## config.mk

```make
export PLATFORM = sky130hd
export DESIGN_NAME = pbd_serializer
export DESIGN_NICKNAME = d
export VERILOG_FILES = /design/src/rtl/pbd_ser_pkg.sv /design/src/rtl/pbd_gap_counter.sv /design/src/rtl/pbd_serializer.sv
export SDC_FILE = /design/constraint.sdc
export NUM_CORES = 1
export LEC_CHECK = 0
export BUFFER_PORTS_ARGS = -buffer_cell sky130_fd_sc_hd__clkbuf_2
export CAP_MARGIN = 20
export CORE_ASPECT_RATIO = 1.1
export CORE_MARGIN = 2
export CORE_UTILIZATION = 46
export DETAILED_ROUTE_END_ITERATION = 10
export PLACE_DENSITY = 0.72
export SYNTH_ARGS = -nofsm -noshare
export SYNTH_HDL_FRONTEND = slang
export SYNTH_SLANG_ARGS = --single-unit
```

## constraint.sdc

```tcl
create_clock -name clk -period 1.2 [get_ports clk]
set_input_delay 0.36 -clock clk [delete_from_list [all_inputs] [get_ports clk]]
set_output_delay 0.36 -clock clk [all_outputs]
set_load 0.02 [all_outputs]
```

## src/rtl/pbd_ser_pkg.sv

```systemverilog
// pbd_ser_pkg: FSM state encoding and counter-width helper for pbd_serializer.
package pbd_ser_pkg;
  typedef enum logic [1:0] {ST_IDLE, ST_SHIFT, ST_GAP} state_t;
  function automatic int cnt_w(input int n);
    return (n < 1) ? 1 : $clog2(n + 1);
  endfunction
endpackage

```

## src/rtl/pbd_gap_counter.sv

```systemverilog
// pbd_gap_counter: loadable down-counter with zero flag that times the idle slots between bits.
module pbd_gap_counter #(
  parameter int W = 1
) (
  input  logic         clk,
  input  logic         rst,
  input  logic         i_load,
  input  logic [W-1:0] i_val,
  input  logic         i_dec,
  output logic         o_zero
);
  logic [W-1:0] r_cnt;
  always_ff @(posedge clk) begin
    if (rst) r_cnt <= '0;
    else if (i_load) r_cnt <= i_val;
    else if (i_dec && r_cnt != '0) r_cnt <= r_cnt - 1'b1;
  end
  assign o_zero = (r_cnt == '0);
endmodule

```

## src/rtl/pbd_serializer.sv

```systemverilog
// pbd_serializer: LSB-first serializer feeding a PBD decoder (a = bit, e = strobe).
// Define PBD_SER_PARITY_EN to append an even-parity bit to every frame.
module pbd_serializer
  import pbd_ser_pkg::*;
#(
  parameter int WIDTH = 8,
  parameter int GAP   = 1
) (
  input  logic             clk,
  input  logic             rst,
  input  logic [WIDTH-1:0] in_data,
  input  logic             in_valid,
  output logic             in_ready,
  output logic             a,
  output logic             e,
  output logic             busy,
  output logic             done
);
`ifdef PBD_SER_PARITY_EN
  localparam int NBITS = WIDTH + 1;
`else
  localparam int NBITS = WIDTH;
`endif
  localparam int BC_W = cnt_w(NBITS);
  localparam int GAP_W = cnt_w(GAP);
  localparam logic [BC_W-1:0] LAST_BIT = BC_W'(NBITS - 1);
  localparam logic [BC_W-1:0] END_BIT = BC_W'(NBITS);
  localparam logic [GAP_W-1:0] GAP_LD = GAP_W'((GAP > 0) ? GAP - 1 : 0);
  state_t           r_state, w_next;
  logic [NBITS-1:0] r_sr, w_load_word;
  logic [BC_W-1:0]  r_bit_cnt;
  logic             w_accept, w_gap_zero, w_end;
`ifdef PBD_SER_PARITY_EN
  assign w_load_word = {^in_data, in_data};
`else
  assign w_load_word = in_data;
`endif
  assign w_accept = (r_state == ST_IDLE) && in_valid;
  // bit counter has already advanced past the last bit once the final gap runs
  assign w_end = (GAP == 0) ? (r_state == ST_SHIFT && r_bit_cnt == LAST_BIT)
                            : (r_state == ST_GAP && w_gap_zero && r_bit_cnt == END_BIT);
  pbd_gap_counter #(.W(GAP_W)) u_gap (
    .clk    (clk),
    .rst    (rst),
    .i_load (r_state == ST_SHIFT),
    .i_val  (GAP_LD),
    .i_dec  (r_state == ST_GAP),
    .o_zero (w_gap_zero)
  );
  always_comb begin
    w_next = r_state;
    w_next = w_end ? ST_IDLE
           : w_accept ? ST_SHIFT
           : (r_state == ST_SHIFT) ? ((GAP == 0) ? ST_SHIFT : ST_GAP)
           : (r_state == ST_GAP && w_gap_zero) ? ST_SHIFT
           : r_state;
  end
  always_ff @(posedge clk) begin
    if (rst) begin
      r_state   <= ST_IDLE;
      r_sr      <= '0;
      r_bit_cnt <= '0;
    end else begin
      r_state <= w_next;
      if (w_accept) begin
        r_sr      <= w_load_word;
        r_bit_cnt <= '0;
      end else if (r_state == ST_SHIFT) begin
        r_sr      <= r_sr >> 1;
        r_bit_cnt <= r_bit_cnt + 1'b1;
      end
    end
  end
  assign in_ready = (r_state == ST_IDLE);
  assign busy     = (r_state != ST_IDLE);
  assign e        = (r_state == ST_SHIFT);
  assign a        = (r_state == ST_SHIFT) && r_sr[0];
  assign done     = w_end;
endmodule

```

### Word level (Yosys, flattened, before mapping)

Cells that the tools add are included.

* flip-flop bits (word level): 15
* latch bits: 0
* memory bits (writable): 0
* ROM bits: 0
* input bits: 11
* output and inout port bits: 5
* logic and storage cells: 30
* memories kept: 0

* add/sub/neg operators: 2
* multiply operators: 0
* div/mod/pow operators: 0
* $lt $le $gt $ge: 0
* equal/unequal tests: 3
* shifts and indexed selects: 0
* mux-type cells: 5
* bitwise operators: 1
* reductions and logical operators: 14

Operators with widths (count)
* two-way mux 8 bit: 2
* nonzero test 2 bit: 3
* OR reduction 2 bit: 3
* logical AND 1 bit: 5
* adder 4 x 1 -> 4 bit, second input constant: 1
* equality test 4 bit, second input constant: 1
* two-way mux 2 bit: 2
* nonzero test 3 bit: 1
* OR reduction 3 bit: 1
* equality test 2 x 1 -> 1 bit, second input constant: 1
* equality test 2 bit, second input constant: 1
* zero test 2 bit: 1
* two-way mux 1 bit: 1
* NOT 1 bit: 1
* subtractor 1 bit, second input constant: 1

### Logic depth before layout (Yosys ltp)

* word-level depth: 5
* mapped depth: 5
* mapped depth without buffers: 5

### By module

Synthesis repeated with hierarchy kept, for this count alone.

* cells, all modules: 92
* area total of the unflattened synthesis: 763.2 µm²

Modules (own cells, without submodules)
* pbd_serializer: instances 1, cells an instance 88, area each 715.7 µm², seq. area each 280.3 µm²
* pbd_gap_counter: instances 1, cells an instance 4, area each 47.5 µm², seq. area each 20.0 µm²

### Worst setup path before layout

Ideal clock, no wire load.

* kind: reg-to-output
* start point: register r_state[0]
* end point: output port done
* arrival: 1124 ps
* required time: 840 ps
* setup slack: -284 ps
* stages on the path, launching flop included: 4
* path through: dfxtp_1 -> buf_6 -> nand4b_1 -> nor3_1

* longest elaborated chain between the ends: 3

Ends and longest elaborated chain
* start: declaration: RTL line pbd_serializer.sv:29 `state_t r_state, w_next;`
* start signal: assignment: RTL line pbd_serializer.sv:64 `r_state <= w_next;`
* equality test 2 bit: RTL line pbd_serializer.sv:41 `: (r_state == ST_GAP && w_gap_zero && r_bit_cnt == END_BIT);`
* logical AND 1 bit (2 in series): RTL line pbd_serializer.sv:41
* end: declaration: RTL line pbd_serializer.sv:17 `output logic done`

Every way passes these cells.

### Final worst setup path

* start point: register r_bit_cnt[0]
* end point: output port done

* longest elaborated chain between the ends: 2

Ends and longest elaborated chain
* start: declaration: RTL line pbd_serializer.sv:31 `logic [BC_W-1:0] r_bit_cnt;`
* start signal: assignment: RTL line pbd_serializer.sv:70 `r_bit_cnt <= r_bit_cnt + 1'b1;`
* equality test 4 bit: RTL line pbd_serializer.sv:41
* logical AND 1 bit: RTL line pbd_serializer.sv:41

Every way passes these cells.

==> metrics.csv <==
metric;value;unit
Distinct cells, synth;28;
ranking of synthesized cells by area;dfxtp_1 41%, a211oi_1 7.2%, a21oi_1 6.2%;
per-cell routed wire length;15.6;um
Overflow after GRT;0;
CTS sink cnt;15;
R2R setup slack;-200;ps
hpwl dp;1110;um
crit-path cells;inv_1, ha_1, nand4b_1, nor3_4, clkbuf_8;
final hold violation count;0;
maximum clock path buffer count;2;
initial antenna violation count;0;
overall power;1.23;mW
via count;741;
RD Place Congestion;0.782;
# setup viols final;18;
die height;45.8;um
startpoint types;flip-flop;
worst r2r dst;r_sr[5];
Final #Nets;132;
Area Growth Syn to Fin;62.9;%
Ports;16;
vias per inst;5.49;
Total GRT Usage;0.232;
WP data arrival;1300;ps
CTS tree;built;
syn nets;98;
worst r2r src;r_state[1];
final worst setup slack;-456;ps
n_diodes;0;
Worst path top cell family by delay;flip-flops;
hold path start;in_data[7];
Cell Area, Synth;732;um^2
crit path buf inv count;2;
outcome;complete, but fails checks;
Clk pin slew, worst setup/hold paths;90;ps
cts bufs inserted;3;
layout cells sized above 1;0.602;
Routed Antenna Nets;0;
Die ar.;0.00193;mm^2
FP Rows;15;
synthesis-stage register bit count;15;
Worst setup EP type;output pin;
maximum clock rate;604;MHz
die width;42.0;um
DRT Pass-1 Iters;4;
Fillers;103;
crit path max-delay cell type;dfxtp_1;
Finished Cell Area;0.00119;mm^2
P_leak;0.463;nW
initial drt markers;21;
Post-Syn Instances;85;
Avg Inst Size Synth;8.61;um^2
Hold Path Sink;r_sr[7];
failing checks;setup timing;
Post-route DRC;0;
vias in the first global route;709;
# H-tree levels;1;
most frequent cells in the layout;13 x dfxtp_1, 10 x clkbuf_2, 10 x buf_4;
first-pass GRT wire length;3280;um
Root Buffer;clkbuf_4;
IO Port Bufs;15;
Slew HR;0.718;
Synth top area share;0.410;
most common cell after layout, fill and taps aside;dfxtp_1;
fin crit period;1660;ps
Critical Path RT;840;ps
post-synthesis sequential area ratio;0.410;
pin count of the biggest net entering global routing;16;
final wirelength;2100;um
number of max-cap violations;0;
max incr delay on CP;320;ps
PwrDens;1030;mW/mm^2
Tightest Pin Transition;424;ps
largest area contributor in the netlist;dfxtp_1;
synth warn;0;
core area;0.00154;mm^2
cells on worst reg2reg path;5;
Hold Path Stages;3;
RSZ-0062 raised after global routing;yes;
worst clock skew;0.153;ps
Peak VDD IR;0.730;mV
initial core utilization;0.476;
Final Cycle Share;1.38;
Worst Hold Class;in2reg;
crit path kind;reg2out;
worst-path fanout max;2;
DP Area;890;um^2
Slew Viols, Final;0;
Worst-Skew Late Latency;290;ps
-- Yosys cell counts (all sizes together) --
master	instances
a211oi	8
a21oi	9
and2	1
buf	3
clkbuf	2
dfxtp	15
ha	2
inv	5
mux2i	1
nand2	7
nand2b	3
nand3	2
nand3b	1
nand4b	1
nor2	8
nor3	6
nor3b	1
o21ai	2
o21ba	1
or2	1
or3	1
or3b	3
xnor2	1
xor2	1
-- power by group --
group	leakage, nW	total [mW]	switching [mW]	internal, mW
clock	0.0150	0.299	0.170	0.129
sequential	0.124	0.555	0.0242	0.531
combinational	0.324	0.377	0.179	0.199
-- per-stage QoR --
| stage | worst slack (ps) | hold WS (ps) | setup TNS (ps) | std cells | util |
|---|---|---|---|---|---|
| global placement | -150 | 443 | -1670 | 122 | 0.578 |
| finish | -456 | 295 | -3150 | 135 | 0.775 |
| detailed placement | -149 | 455 | -1850 | 122 | 0.578 |
| CTS | -462 | 282 | -2280 | 133 | 0.703 |
| global route | -548 | 324 | -3750 | 135 | 0.775 |
| floorplan | -67.5 | 433 | -67.5 | 85 | - |
-- cell type report --
class                   instances  area (um^2)  share of cell area
repair buffers                 34          300               0.252
clock buffers                   4         26.3              0.0220
well taps                      17         21.3              0.0178
flip-flops and latches         15          308               0.258
inverters                       5         23.8              0.0199
multi-input cells              60          513               0.430
-- state kept, by name (all words and copies together) (netlist names) --
name / count
r_bit_cnt: 4
r_sr: 8
u_gap.r_cnt: 1
r_state: 2
-- per-layer routing --
metal	GRT usage	share of wire
met1	0.284	0.43
met2	0.400	0.51
met3	0.0238	0.022
met4	0.138	0.033
met5	0	0
-- cells by family after synthesis --
| family | synth area share |
|---|---|
| AOI/OAI and AO/OA | 0.178 |
| xor gates and xnor gates | 0.0239 |
| adders and majority gates | 0.0342 |
| buffers and inverters | 0.0735 |
| DFF | 0.410 |
| muxes | 0.0137 |
| and+or+nand+nor | 0.267 |
-- what timing repair did --
item / CTS / global route
hold buffers: 0 / 0
gates resized for setup: 30 / 30
pin swaps: 11 / 20
endpoints found under the setup margin: 18 / 18
buffers inserted: 8 / 4
-- worst register-to-register path, cell delays in order, from the launching register on --
cell and delay [ps]:
dfxtp_4 370, buf_6 110, buf_6 120, or3b_4 490
nor2_1 130, a211oi_1 60
-- worst max path at each step --
stage	from	to	slack, ps	depth (start not counted)
2_1_floorplan	r_state[0]	done	-70	3
4_1_cts	r_bit_cnt[0]	done	-460	5
3_3_place_gp	r_bit_cnt[0]	done	-150	5
3_5_place_dp	r_state[0]	r_sr[1]	-150	4
6_report	r_bit_cnt[0]	done	-460	5
5_1_grt	r_bit_cnt[1]	done	-550	5
No activity file was read; power rests on OpenSTA's default activity.
